===== config.mk =====
export PLATFORM = sky130hd
export DESIGN_NAME = i2s_tx_core
export DESIGN_NICKNAME = d
export VERILOG_FILES = /design/src/rtl/i2s_pkg.sv /design/src/rtl/i2s_bclk_gen.sv /design/src/rtl/i2s_tx_core.sv
export SDC_FILE = /design/constraint.sdc
export NUM_CORES = 1
export LEC_CHECK = 0
export ABC_AREA = 1
export ABC_CLOCK_PERIOD_IN_PS = 5300
export BUFFER_PORTS_ARGS = -buffer_cell sky130_fd_sc_hd__buf_4
export CAP_MARGIN = 20
export CORE_ASPECT_RATIO = 0.75
export CORE_UTILIZATION = 55
export CTS_CLUSTER_DIAMETER = 40
export DETAILED_ROUTE_END_ITERATION = 8
export PLACE_DENSITY = 0.76
export SLEW_MARGIN = 0
export SYNTH_ARGS = -nofsm -noshare
export SYNTH_HDL_FRONTEND = slang
export SYNTH_SLANG_ARGS = --single-unit

===== constraint.sdc =====
create_clock -name i_mclk -period 5.3 [get_ports i_mclk]
set_input_delay 1.06 -clock i_mclk [delete_from_list [all_inputs] [get_ports i_mclk]]
set_output_delay 1.06 -clock i_mclk [all_outputs]
set_load 0.01 [all_outputs]

===== src/rtl/i2s_pkg.sv =====
// Shared I2S definitions: serial format codes and a constant-width helper
// used by the transmitter and its bit-clock generator.
package i2s_pkg;

  localparam logic [1:0] I2S_MODE_I2S = 2'd0;
  localparam logic [1:0] I2S_MODE_LJ  = 2'd1;
  localparam logic [1:0] I2S_MODE_RJ  = 2'd2;

  function automatic int clog2(input int value);
    int r;
    r = 0;
    for (int i = 0; i < 31; i++) begin
      if ((1 << i) < value) r = i + 1;
    end
    return r;
  endfunction

endpackage


===== src/rtl/i2s_bclk_gen.sv =====
// Bit-clock generator: divides i_mclk by MCLK_DIV into a registered BCLK and
// strobes o_fe on the i_mclk cycle whose edge drives BCLK from 1 to 0.
module i2s_bclk_gen
  import i2s_pkg::*;
#(
  parameter int MCLK_DIV = 2
) (
  input  logic i_mclk,
  input  logic i_rst_x,
  output logic o_bclk,
  output logic o_fe
);

  localparam int DIV_W = (clog2(MCLK_DIV) < 1) ? 1 : clog2(MCLK_DIV);
  localparam logic [DIV_W-1:0] DIV_LAST = DIV_W'(MCLK_DIV - 1);
  localparam logic [DIV_W-1:0] DIV_HALF = DIV_W'(MCLK_DIV / 2);

  logic [DIV_W-1:0] r_div;
  logic             r_bclk;
  logic [DIV_W-1:0] w_div_nxt;

  assign o_fe      = (r_div == DIV_LAST);
  assign w_div_nxt = o_fe ? '0 : r_div + 1'b1;
  assign o_bclk    = r_bclk;

  // BCLK is registered from the next count so it always matches r_div's half.
  always_ff @(posedge i_mclk or negedge i_rst_x) begin
    if (!i_rst_x) begin
      r_div  <= '0;
      r_bclk <= 1'b0;
    end else begin
      r_div  <= w_div_nxt;
      r_bclk <= (w_div_nxt >= DIV_HALF);
    end
  end

endmodule


===== src/rtl/i2s_tx_core.sv =====
// Stereo I2S / left-justified / right-justified transmitter with a one-deep
// shadow buffer. Build option I2S_TX_UNDERRUN_HOLD_EN repeats the last pair on underrun.
module i2s_tx_core
  import i2s_pkg::*;
#(
  parameter int DATA_W   = 16,
  parameter int SLOT_W   = 32,
  parameter int MCLK_DIV = 2
) (
  input  logic              i_mclk,
  input  logic              i_rst_x,
  input  logic [1:0]        i_mode,
  input  logic              i_valid,
  output logic              o_ready,
  input  logic [DATA_W-1:0] i_data_l,
  input  logic [DATA_W-1:0] i_data_r,
  output logic              o_bclk,
  output logic              o_lrclk,
  output logic              o_sdata,
  output logic              o_underrun
);

  localparam int B_W = clog2(2 * SLOT_W);
  localparam logic [B_W-1:0] B_LAST = B_W'(2 * SLOT_W - 1);
  localparam logic [B_W-1:0] B_SLOT = B_W'(SLOT_W);

`ifdef I2S_TX_UNDERRUN_HOLD_EN
  localparam bit HOLD_ON_UNDERRUN = 1'b1;
`else
  localparam bit HOLD_ON_UNDERRUN = 1'b0;
`endif

  logic              w_fe;
  logic              w_frame_start;
  logic              w_accept;
  logic [B_W-1:0]    w_b_nxt;
  logic              w_half;
  logic [B_W-1:0]    w_pos;
  logic [1:0]        w_mode_nxt;
  logic [DATA_W-1:0] w_frame_l_nxt;
  logic [DATA_W-1:0] w_frame_r_nxt;
  logic              w_lrclk_nxt;
  logic              w_sdata_nxt;

  logic [B_W-1:0]    r_b;
  logic [1:0]        r_mode;
  logic [DATA_W-1:0] r_frame_l;
  logic [DATA_W-1:0] r_frame_r;
  logic [DATA_W-1:0] r_shadow_l;
  logic [DATA_W-1:0] r_shadow_r;
  logic              r_full;
  logic              r_lrclk;
  logic              r_sdata;
  logic              r_underrun;

  i2s_bclk_gen #(.MCLK_DIV(MCLK_DIV)) u_bclk_gen (
    .i_mclk  (i_mclk),
    .i_rst_x (i_rst_x),
    .o_bclk  (o_bclk),
    .o_fe    (w_fe)
  );

  // Bit at slot position p: the data window starts at a mode-dependent offset.
  function automatic logic slot_bit(input logic [1:0] mode,
                                    input logic [DATA_W-1:0] smp,
                                    input logic [B_W-1:0] p);
    logic [B_W-1:0]    off;
    logic [B_W-1:0]    k;
    logic [DATA_W-1:0] sh;
    case (mode)
      I2S_MODE_LJ: off = '0;
      I2S_MODE_RJ: off = B_W'(SLOT_W - DATA_W);
      default:     off = B_W'(1);
    endcase
    k  = p - off;
    sh = smp << k;
    if ((p >= off) && (k < B_W'(DATA_W))) return sh[DATA_W-1];
    return 1'b0;
  endfunction

  // Handshake: a pair transfers on any i_mclk edge with i_valid && o_ready;
  // o_ready is high exactly while the shadow buffer is empty.
  assign o_ready       = !r_full;
  assign w_accept      = i_valid && !r_full;
  assign w_frame_start = w_fe && (r_b == B_LAST);
  assign w_b_nxt       = (r_b == B_LAST) ? '0 : r_b + 1'b1;
  assign w_half        = (w_b_nxt >= B_SLOT);
  assign w_pos         = w_half ? w_b_nxt - B_SLOT : w_b_nxt;

  always_comb begin
    w_mode_nxt    = r_mode;
    w_frame_l_nxt = r_frame_l;
    w_frame_r_nxt = r_frame_r;
    if (w_frame_start) begin
      w_mode_nxt = (i_mode == 2'd3) ? I2S_MODE_I2S : i_mode;
      if (r_full) begin
        w_frame_l_nxt = r_shadow_l;
        w_frame_r_nxt = r_shadow_r;
      end else if (!HOLD_ON_UNDERRUN) begin
        w_frame_l_nxt = '0;
        w_frame_r_nxt = '0;
      end
    end
  end

  // Outputs for the incoming bit use the post-frame-start mode and samples.
  always_comb begin
    w_lrclk_nxt = (w_mode_nxt == I2S_MODE_I2S) ? w_half : !w_half;
    w_sdata_nxt = slot_bit(w_mode_nxt, w_half ? w_frame_r_nxt : w_frame_l_nxt, w_pos);
  end

  always_ff @(posedge i_mclk or negedge i_rst_x) begin
    if (!i_rst_x) begin
      r_b        <= '0;
      r_mode     <= I2S_MODE_I2S;
      r_frame_l  <= '0;
      r_frame_r  <= '0;
      r_shadow_l <= '0;
      r_shadow_r <= '0;
      r_full     <= 1'b0;
      r_lrclk    <= 1'b0;
      r_sdata    <= 1'b0;
      r_underrun <= 1'b0;
    end else begin
      r_underrun <= w_frame_start && !r_full;
      r_full     <= w_accept || (r_full && !w_frame_start);
      if (w_accept) begin
        r_shadow_l <= i_data_l;
        r_shadow_r <= i_data_r;
      end
      if (w_fe) begin
        r_b       <= w_b_nxt;
        r_mode    <= w_mode_nxt;
        r_frame_l <= w_frame_l_nxt;
        r_frame_r <= w_frame_r_nxt;
        r_lrclk   <= w_lrclk_nxt;
        r_sdata   <= w_sdata_nxt;
      end
    end
  end

  assign o_lrclk    = r_lrclk;
  assign o_sdata    = r_sdata;
  assign o_underrun = r_underrun;

endmodule


# Yosys cells after proc, flatten, opt, wreduce, memory -nomap -nowiden

Index checks and enable logic that the tools add are counted.

Flip-flop bits (word level): 78
Bits of input ports: 37

$add $sub $neg: 4
Order comparisons: 4
Equality and inequality tests: 4
Shifts and indexed selects: 1
Multiplexer cells: 15
Reduce and logical (&&, ||, !) cells: 10

Operators by type and width:

| cell                | count |
|---|---|
| $mux 16             | 5 |
| $shl 16x6->16       | 1 |
| $mux 6              | 2 |
| $pmux 5 s2          | 1 |
| $add 6x1->6 const B | 1 |
| $eq 6x6->1 const B  | 1 |
| $ge 6x6->1          | 1 |
| $ge 6x6->1 const B  | 1 |
| $lt 6x5->1 const B  | 1 |
| $sub 6x6->6         | 1 |
| $sub 6x6->6 const B | 1 |
| $logic_and 1x1->1   | 5 |
| $mux 1              | 5 |
| $eq 2x2->1 const B  | 2 |
| $mux 2              | 2 |
| $logic_not 1->1     | 3 |
| $eq 2x1->1 const B  | 1 |
| $logic_not 2->1     | 1 |
| $add 1x1->1 const B | 1 |
| $ge 1x1->1 const B  | 1 |
| $logic_or 1x1->1    | 1 |

# Longest topological paths before layout

Word-level depth: 10
Mapped depth: 20

# Hierarchy

A second synthesis with hierarchy kept.

Cells, all modules: 462
Area, all modules: 3912.5 sq um

By module, submodules not included:

| module       | instances | cells each | area an instance (sq um) | sequential area each (sq um) |
|---|---|---|---|---|
| i2s_tx_core  | 1         | 459        | 3876.2                   | 1901.8 |
| i2s_bclk_gen | 1         | 3          | 36.3                     | 25.0 |

# Worst setup path before layout

No wires, ideal clock.

Path kind: input -> register
Start: in i_mode[0]
End: reg r_sdata (netlist: o_sdata)
Library setup time: 117 ps
Arrival time: 2732 ps
Data required time: 5183 ps
Slack: 2450 ps
Cell stages on the path: 13
Buffers on the path: 1
Path through: inv_1 -> o21ai_0 -> o21ai_0 -> ha_1 -> ha_1 -> clkbuf_1 -> inv_1 -> nand3_1 -> nand3_1 -> nand3_1 -> nand3_1 -> nand3_1 -> nand2_1

Word-level cells in the longest chain between the ends: 10

Ends and longest elaborated chain:

| item                                            | RTL line           | text |
|---|---|---|
| from (decl)                                     | i2s_tx_core.sv:12  | `input logic [1:0] i_mode,` |
| $eq 2x2->1                                      | i2s_tx_core.sv:95  | `w_mode_nxt = (i_mode == 2'd3) ? I2S_MODE_I2S : i_mode;` |
| $mux 2 *                                        | i2s_tx_core.sv:95  |  |
| $mux 2 *                                        | i2s_tx_core.sv:94  | `if (w_frame_start) begin` |
| $eq 2x2->1 / $eq 2x1->1 (equally long branches) | i2s_tx_core.sv:70  | `case (mode)` |
| $pmux 5 s2 *                                    | i2s_tx_core.sv:70  |  |
| $sub 6x6->6                                     | i2s_tx_core.sv:75  | `k = p - off;` |
| $lt 6x5->1                                      | i2s_tx_core.sv:77  | `if ((p >= off) && (k < B_W'(DATA_W))) return sh[DATA_W-1];` |
| $logic_and 1x1->1                               | i2s_tx_core.sv:77  |  |
| $mux 1                                          | i2s_tx_core.sv:77  |  |
| $mux 1 *                                        | i2s_tx_core.sv:78  | `return 1'b0;` |
| to (signal assigned)                            | i2s_tx_core.sv:137 | `r_sdata <= w_sdata_nxt;` |
| to (decl)                                       | i2s_tx_core.sv:53  | `logic r_sdata;` |

Every way passes the cells marked *; elsewhere a longest branch is shown, timed or not. The select of a mux whose other input is x is not followed.
A chain may end at the register's enable or synchronous reset.

# Final worst setup path

Start: reg r_b[1]
End: reg r_sdata (netlist: o_sdata)

Word-level cells in the longest chain between the ends: 10

Ends and longest elaborated chain:

| item                                            | RTL line           | text |
|---|---|---|
| from (decl)                                     | i2s_tx_core.sv:45  | `logic [B_W-1:0] r_b;` |
| from (signal assigned)                          | i2s_tx_core.sv:132 | `r_b <= w_b_nxt;` |
| $eq 6x6->1 *                                    | i2s_tx_core.sv:85  | `assign w_frame_start = w_fe && (r_b == B_LAST);` |
| $logic_and 1x1->1 *                             | i2s_tx_core.sv:85  |  |
| $mux 2 *                                        | i2s_tx_core.sv:94  |  |
| net w_mode_nxt[1]                               | i2s_tx_core.sv:39  | `logic [1:0] w_mode_nxt;` |
| $eq 2x2->1 / $eq 2x1->1 (equally long branches) | i2s_tx_core.sv:70  |  |
| $pmux 5 s2 *                                    | i2s_tx_core.sv:70  |  |
| $sub 6x6->6                                     | i2s_tx_core.sv:75  |  |
| $lt 6x5->1                                      | i2s_tx_core.sv:77  |  |
| $logic_and 1x1->1                               | i2s_tx_core.sv:77  |  |
| $mux 1                                          | i2s_tx_core.sv:77  |  |
| $mux 1 *                                        | i2s_tx_core.sv:78  |  |

Mark *: on every way through the listed nets, which the timed path passes. The rest lies on a longest branch. The select of a mux whose other input is x is not followed.

==> metrics.txt <==
Placer Congestion=between 0.8 and 0.9; Overflow after GRT=0; htree depth=3; number of flops mapped to enable cells by yosys=0; post-route setup slack=approximately 1.4 ns; Comb pwr share=3.0%; Area after DPL=between 4000 and 5000 µm²; Worst Path Arrival=a little over 4 ns; Slew @ Worst Pin=around 0.95 ns; Global Route Usage Sum=23.6%; ANT cells=0; Synth Flop Type=dfrtp_1; DR DRC count=0; largest net degree at the start of global routing=78; Mapped Cells=450; post-route ant nets=0; crit path to=o_sdata; Static Leak=about 2.6 nW; initial antenna violation count=0; final WL=about 7600 µm; Post-CTS Hold Fix Bufs=0; WHS=0.476 ns; reg-to-reg setup timing slack=roughly 1.4 ns; worst skew pair latency=0.35 ns; Commonest cells post-synth=nand2_1 (145), dfrtp_1 (77), inv_1 (69), nand3_1 (33), mux2_2 (32); max cap viols=0; Hold Path Class=flip-flop to flip-flop; clk buf depth=2; post-layout util=66.7%; sequential area share after synthesis=between 50 and 60%; worst hold stages=2; Synthesized Nets=around 500; clock tree sinks=77; Setup WS pre-CTS=approximately 1.5 ns; first-pass GRT wire length=between 10000 and 15000 µm; worst vdd ir=between 0.00015 and 0.0002 V; Synth area leader=dfrtp_1; CP Launch Type=flip-flop; nets=about 530; Initial Utilization=between 50% and 60%; final setup fails=0; switching part of the total=around 22%; FF+latch count, synth=just under 80; Site Rows=25; reg2reg path depth=17; Filler cells=~550; Crit. End Element=flip-flop; R2R Path Start=r_b[1]; P per Cell Area=242 nW/µm²; RSZ-0062 raised after global routing=false; FF+latch area=about 1900 µm²; Psw=~0.23 mW; Post-Synthesis Cell Area=3840 µm²; period utilization=between 70% and 80%; Area Growth Syn to Fin=12.9%; layout cells sized above 1=between 20% and 30%; worst path required time=roughly 5.5 ns; Seq pwr share=a little under three fifths; Worst Setup SP=r_b[1]; placed insts=roughly 550; core area=6510 µm²; TritonCTS clock tree=yes; Worst Path Max Fanout=44; first drt pass iteration count=4; Die W=between 90 and 100 µm; P_int=slightly above 0.8 mW; outcome=completed; via count=about 3000; Setup Fix Bufs, Post-CTS=0; sum of negative setup slack=0 ns; Worst slew margin=between 30 and 40%; Tot Pwr=between 1 and 1.5 mW; Iter 0 DRT Violations=175; min cycle time layout=3.89 ns; endpoints failing hold=0; IO buf count=between 40 and 50; vias in the first global route=2849; fin. max-slew vios=0; die area=~7300 µm²; vias per cell=roughly 5.3; post-DP HPWL=a little over 5000 µm; Yosys Warn Count=0; Synth area leaders=dfrtp_1 (50%), nand2_1 (14%), mux2_2 (9.4%); die extent in y=74.4 µm; CTS-repair resized insts=0; most common cell in the netlist=nand2_1; CTS Root Buffer Type=clkbuf_8; fin area=approximately 4300 µm²; average size of a mapped cell=~8.5 µm²; fin cells=567; skew final=a little under 0.008 ns; TritonCTS Buffers=9; Max Clk Rate=about 260 MHz; Worst-path clk slew=roughly 0.07 ns; RR Endpoint=o_sdata; Multi-input gate area=1530 µm²; Yosys top cell area share=between 50% and 60%; clock share of power=41.0%; kind of critical path=flip-flop to flip-flop; Async SR Flop Fraction=100%; Top Ports=42; drt wl/cell=~13 µm; post-synthesis cell type count=24
==> worst max-delay path: stages, from the launching register on <==
cell	delay [ns]
dfrtp_1	0.40
ha_1	0.20
nand2_2	0.09
nor2_4	0.47
nand3_4	0.55
inv_2	0.27
nand2_1	0.08
o21ai_0	0.14
inv_1	0.08
ha_1	0.28
ha_1	0.47
inv_1	0.22
nand3_1	0.13
nand3_1	0.07
nand3_1	0.10
nand3_1	0.08
nand3_1	0.09
nand2_1	0.05
==> kinds of logic after synthesis <==
family | after synthesis | share of synthesized area, %
XOR/XNOR | 3 | 0.684
flip-flops | 77 | 50.2
adder cells (fa/ha/maj) | 6 | 1.95
AO/OA/AOI/OAI | 25 | 3.71
multiplexers | 32 | 9.38
AND/OR/NAND/NOR | 215 | 24.2
buffers and inverters | 92 | 9.90
==> cell usage in the layout (no fill, tap or decap), drive strengths merged <==
master,synthesis,final
inv,70,71
mux2,32,32
bufinv,0,1
buf,17,43
nand2,147,147
clkinvlp,0,3
clkbuf,5,10
o21ai,23,23
ha,6,6
nand4,21,21
nand3,34,34
a211oi,1,1
xor2,3,3
nor2,13,13
a21oi,1,1
dfrtp,77,77
==> sequential cells by signal, indices dropped and copies added (netlist names) <==
signal	count
r_shadow_l	16
o_lrclk	1
o_underrun	1
r_b	6
o_sdata	1
u_bclk_gen.o_bclk	1
r_shadow_r	16
r_frame_l	16
r_frame_r	16
r_mode	2
r_full	1
==> routing by layer <==
layer,vias to the layer above,track usage (%),wire length [µm]
met4,0,8.46,76
met3,11,5.55,382
met1,1414,31.9,3620
met2,94,38.3,3550
li1,1475,-,-
met5,-,0,0
==> worst min-delay path by stage <==
stage	slack (ns)	end	startpoint
finish	0.48	r_frame_l[4]	r_frame_l[4]
global route	0.51	r_frame_l[2]	r_frame_l[2]
CTS	0.48	r_frame_l[4]	r_frame_l[4]
detailed placement	0.46	r_frame_r[5]	r_frame_r[5]
global placement	0.46	r_frame_r[1]	r_frame_r[1]
floorplan	0.44	r_frame_l[1]	r_frame_l[1]
==> layout make-up <==
class                      count  area share (%)
clock inverter                 5            1.41
sequential                    77            44.4
inverter                      70            6.06
multi-input combinational    281            35.4
tap                           81            2.34
timing repair buffer          43            7.44
clock buffer                  10            2.94
==> power by group through the flow <==
stage / logic, mW / clock network, mW / registers (mW)
after floorplan: 0.000614 / 0 / 0.599
after global placement: 0.0318 / 0 / 0.599
after detailed placement: 0.0323 / 0 / 0.599
after CTS: 0.0322 / 0.439 / 0.587
after global routing: 0.0351 / 0.465 / 0.587
final: 0.0311 / 0.430 / 0.587
Note: power is estimated with default switching activity, not from simulation.
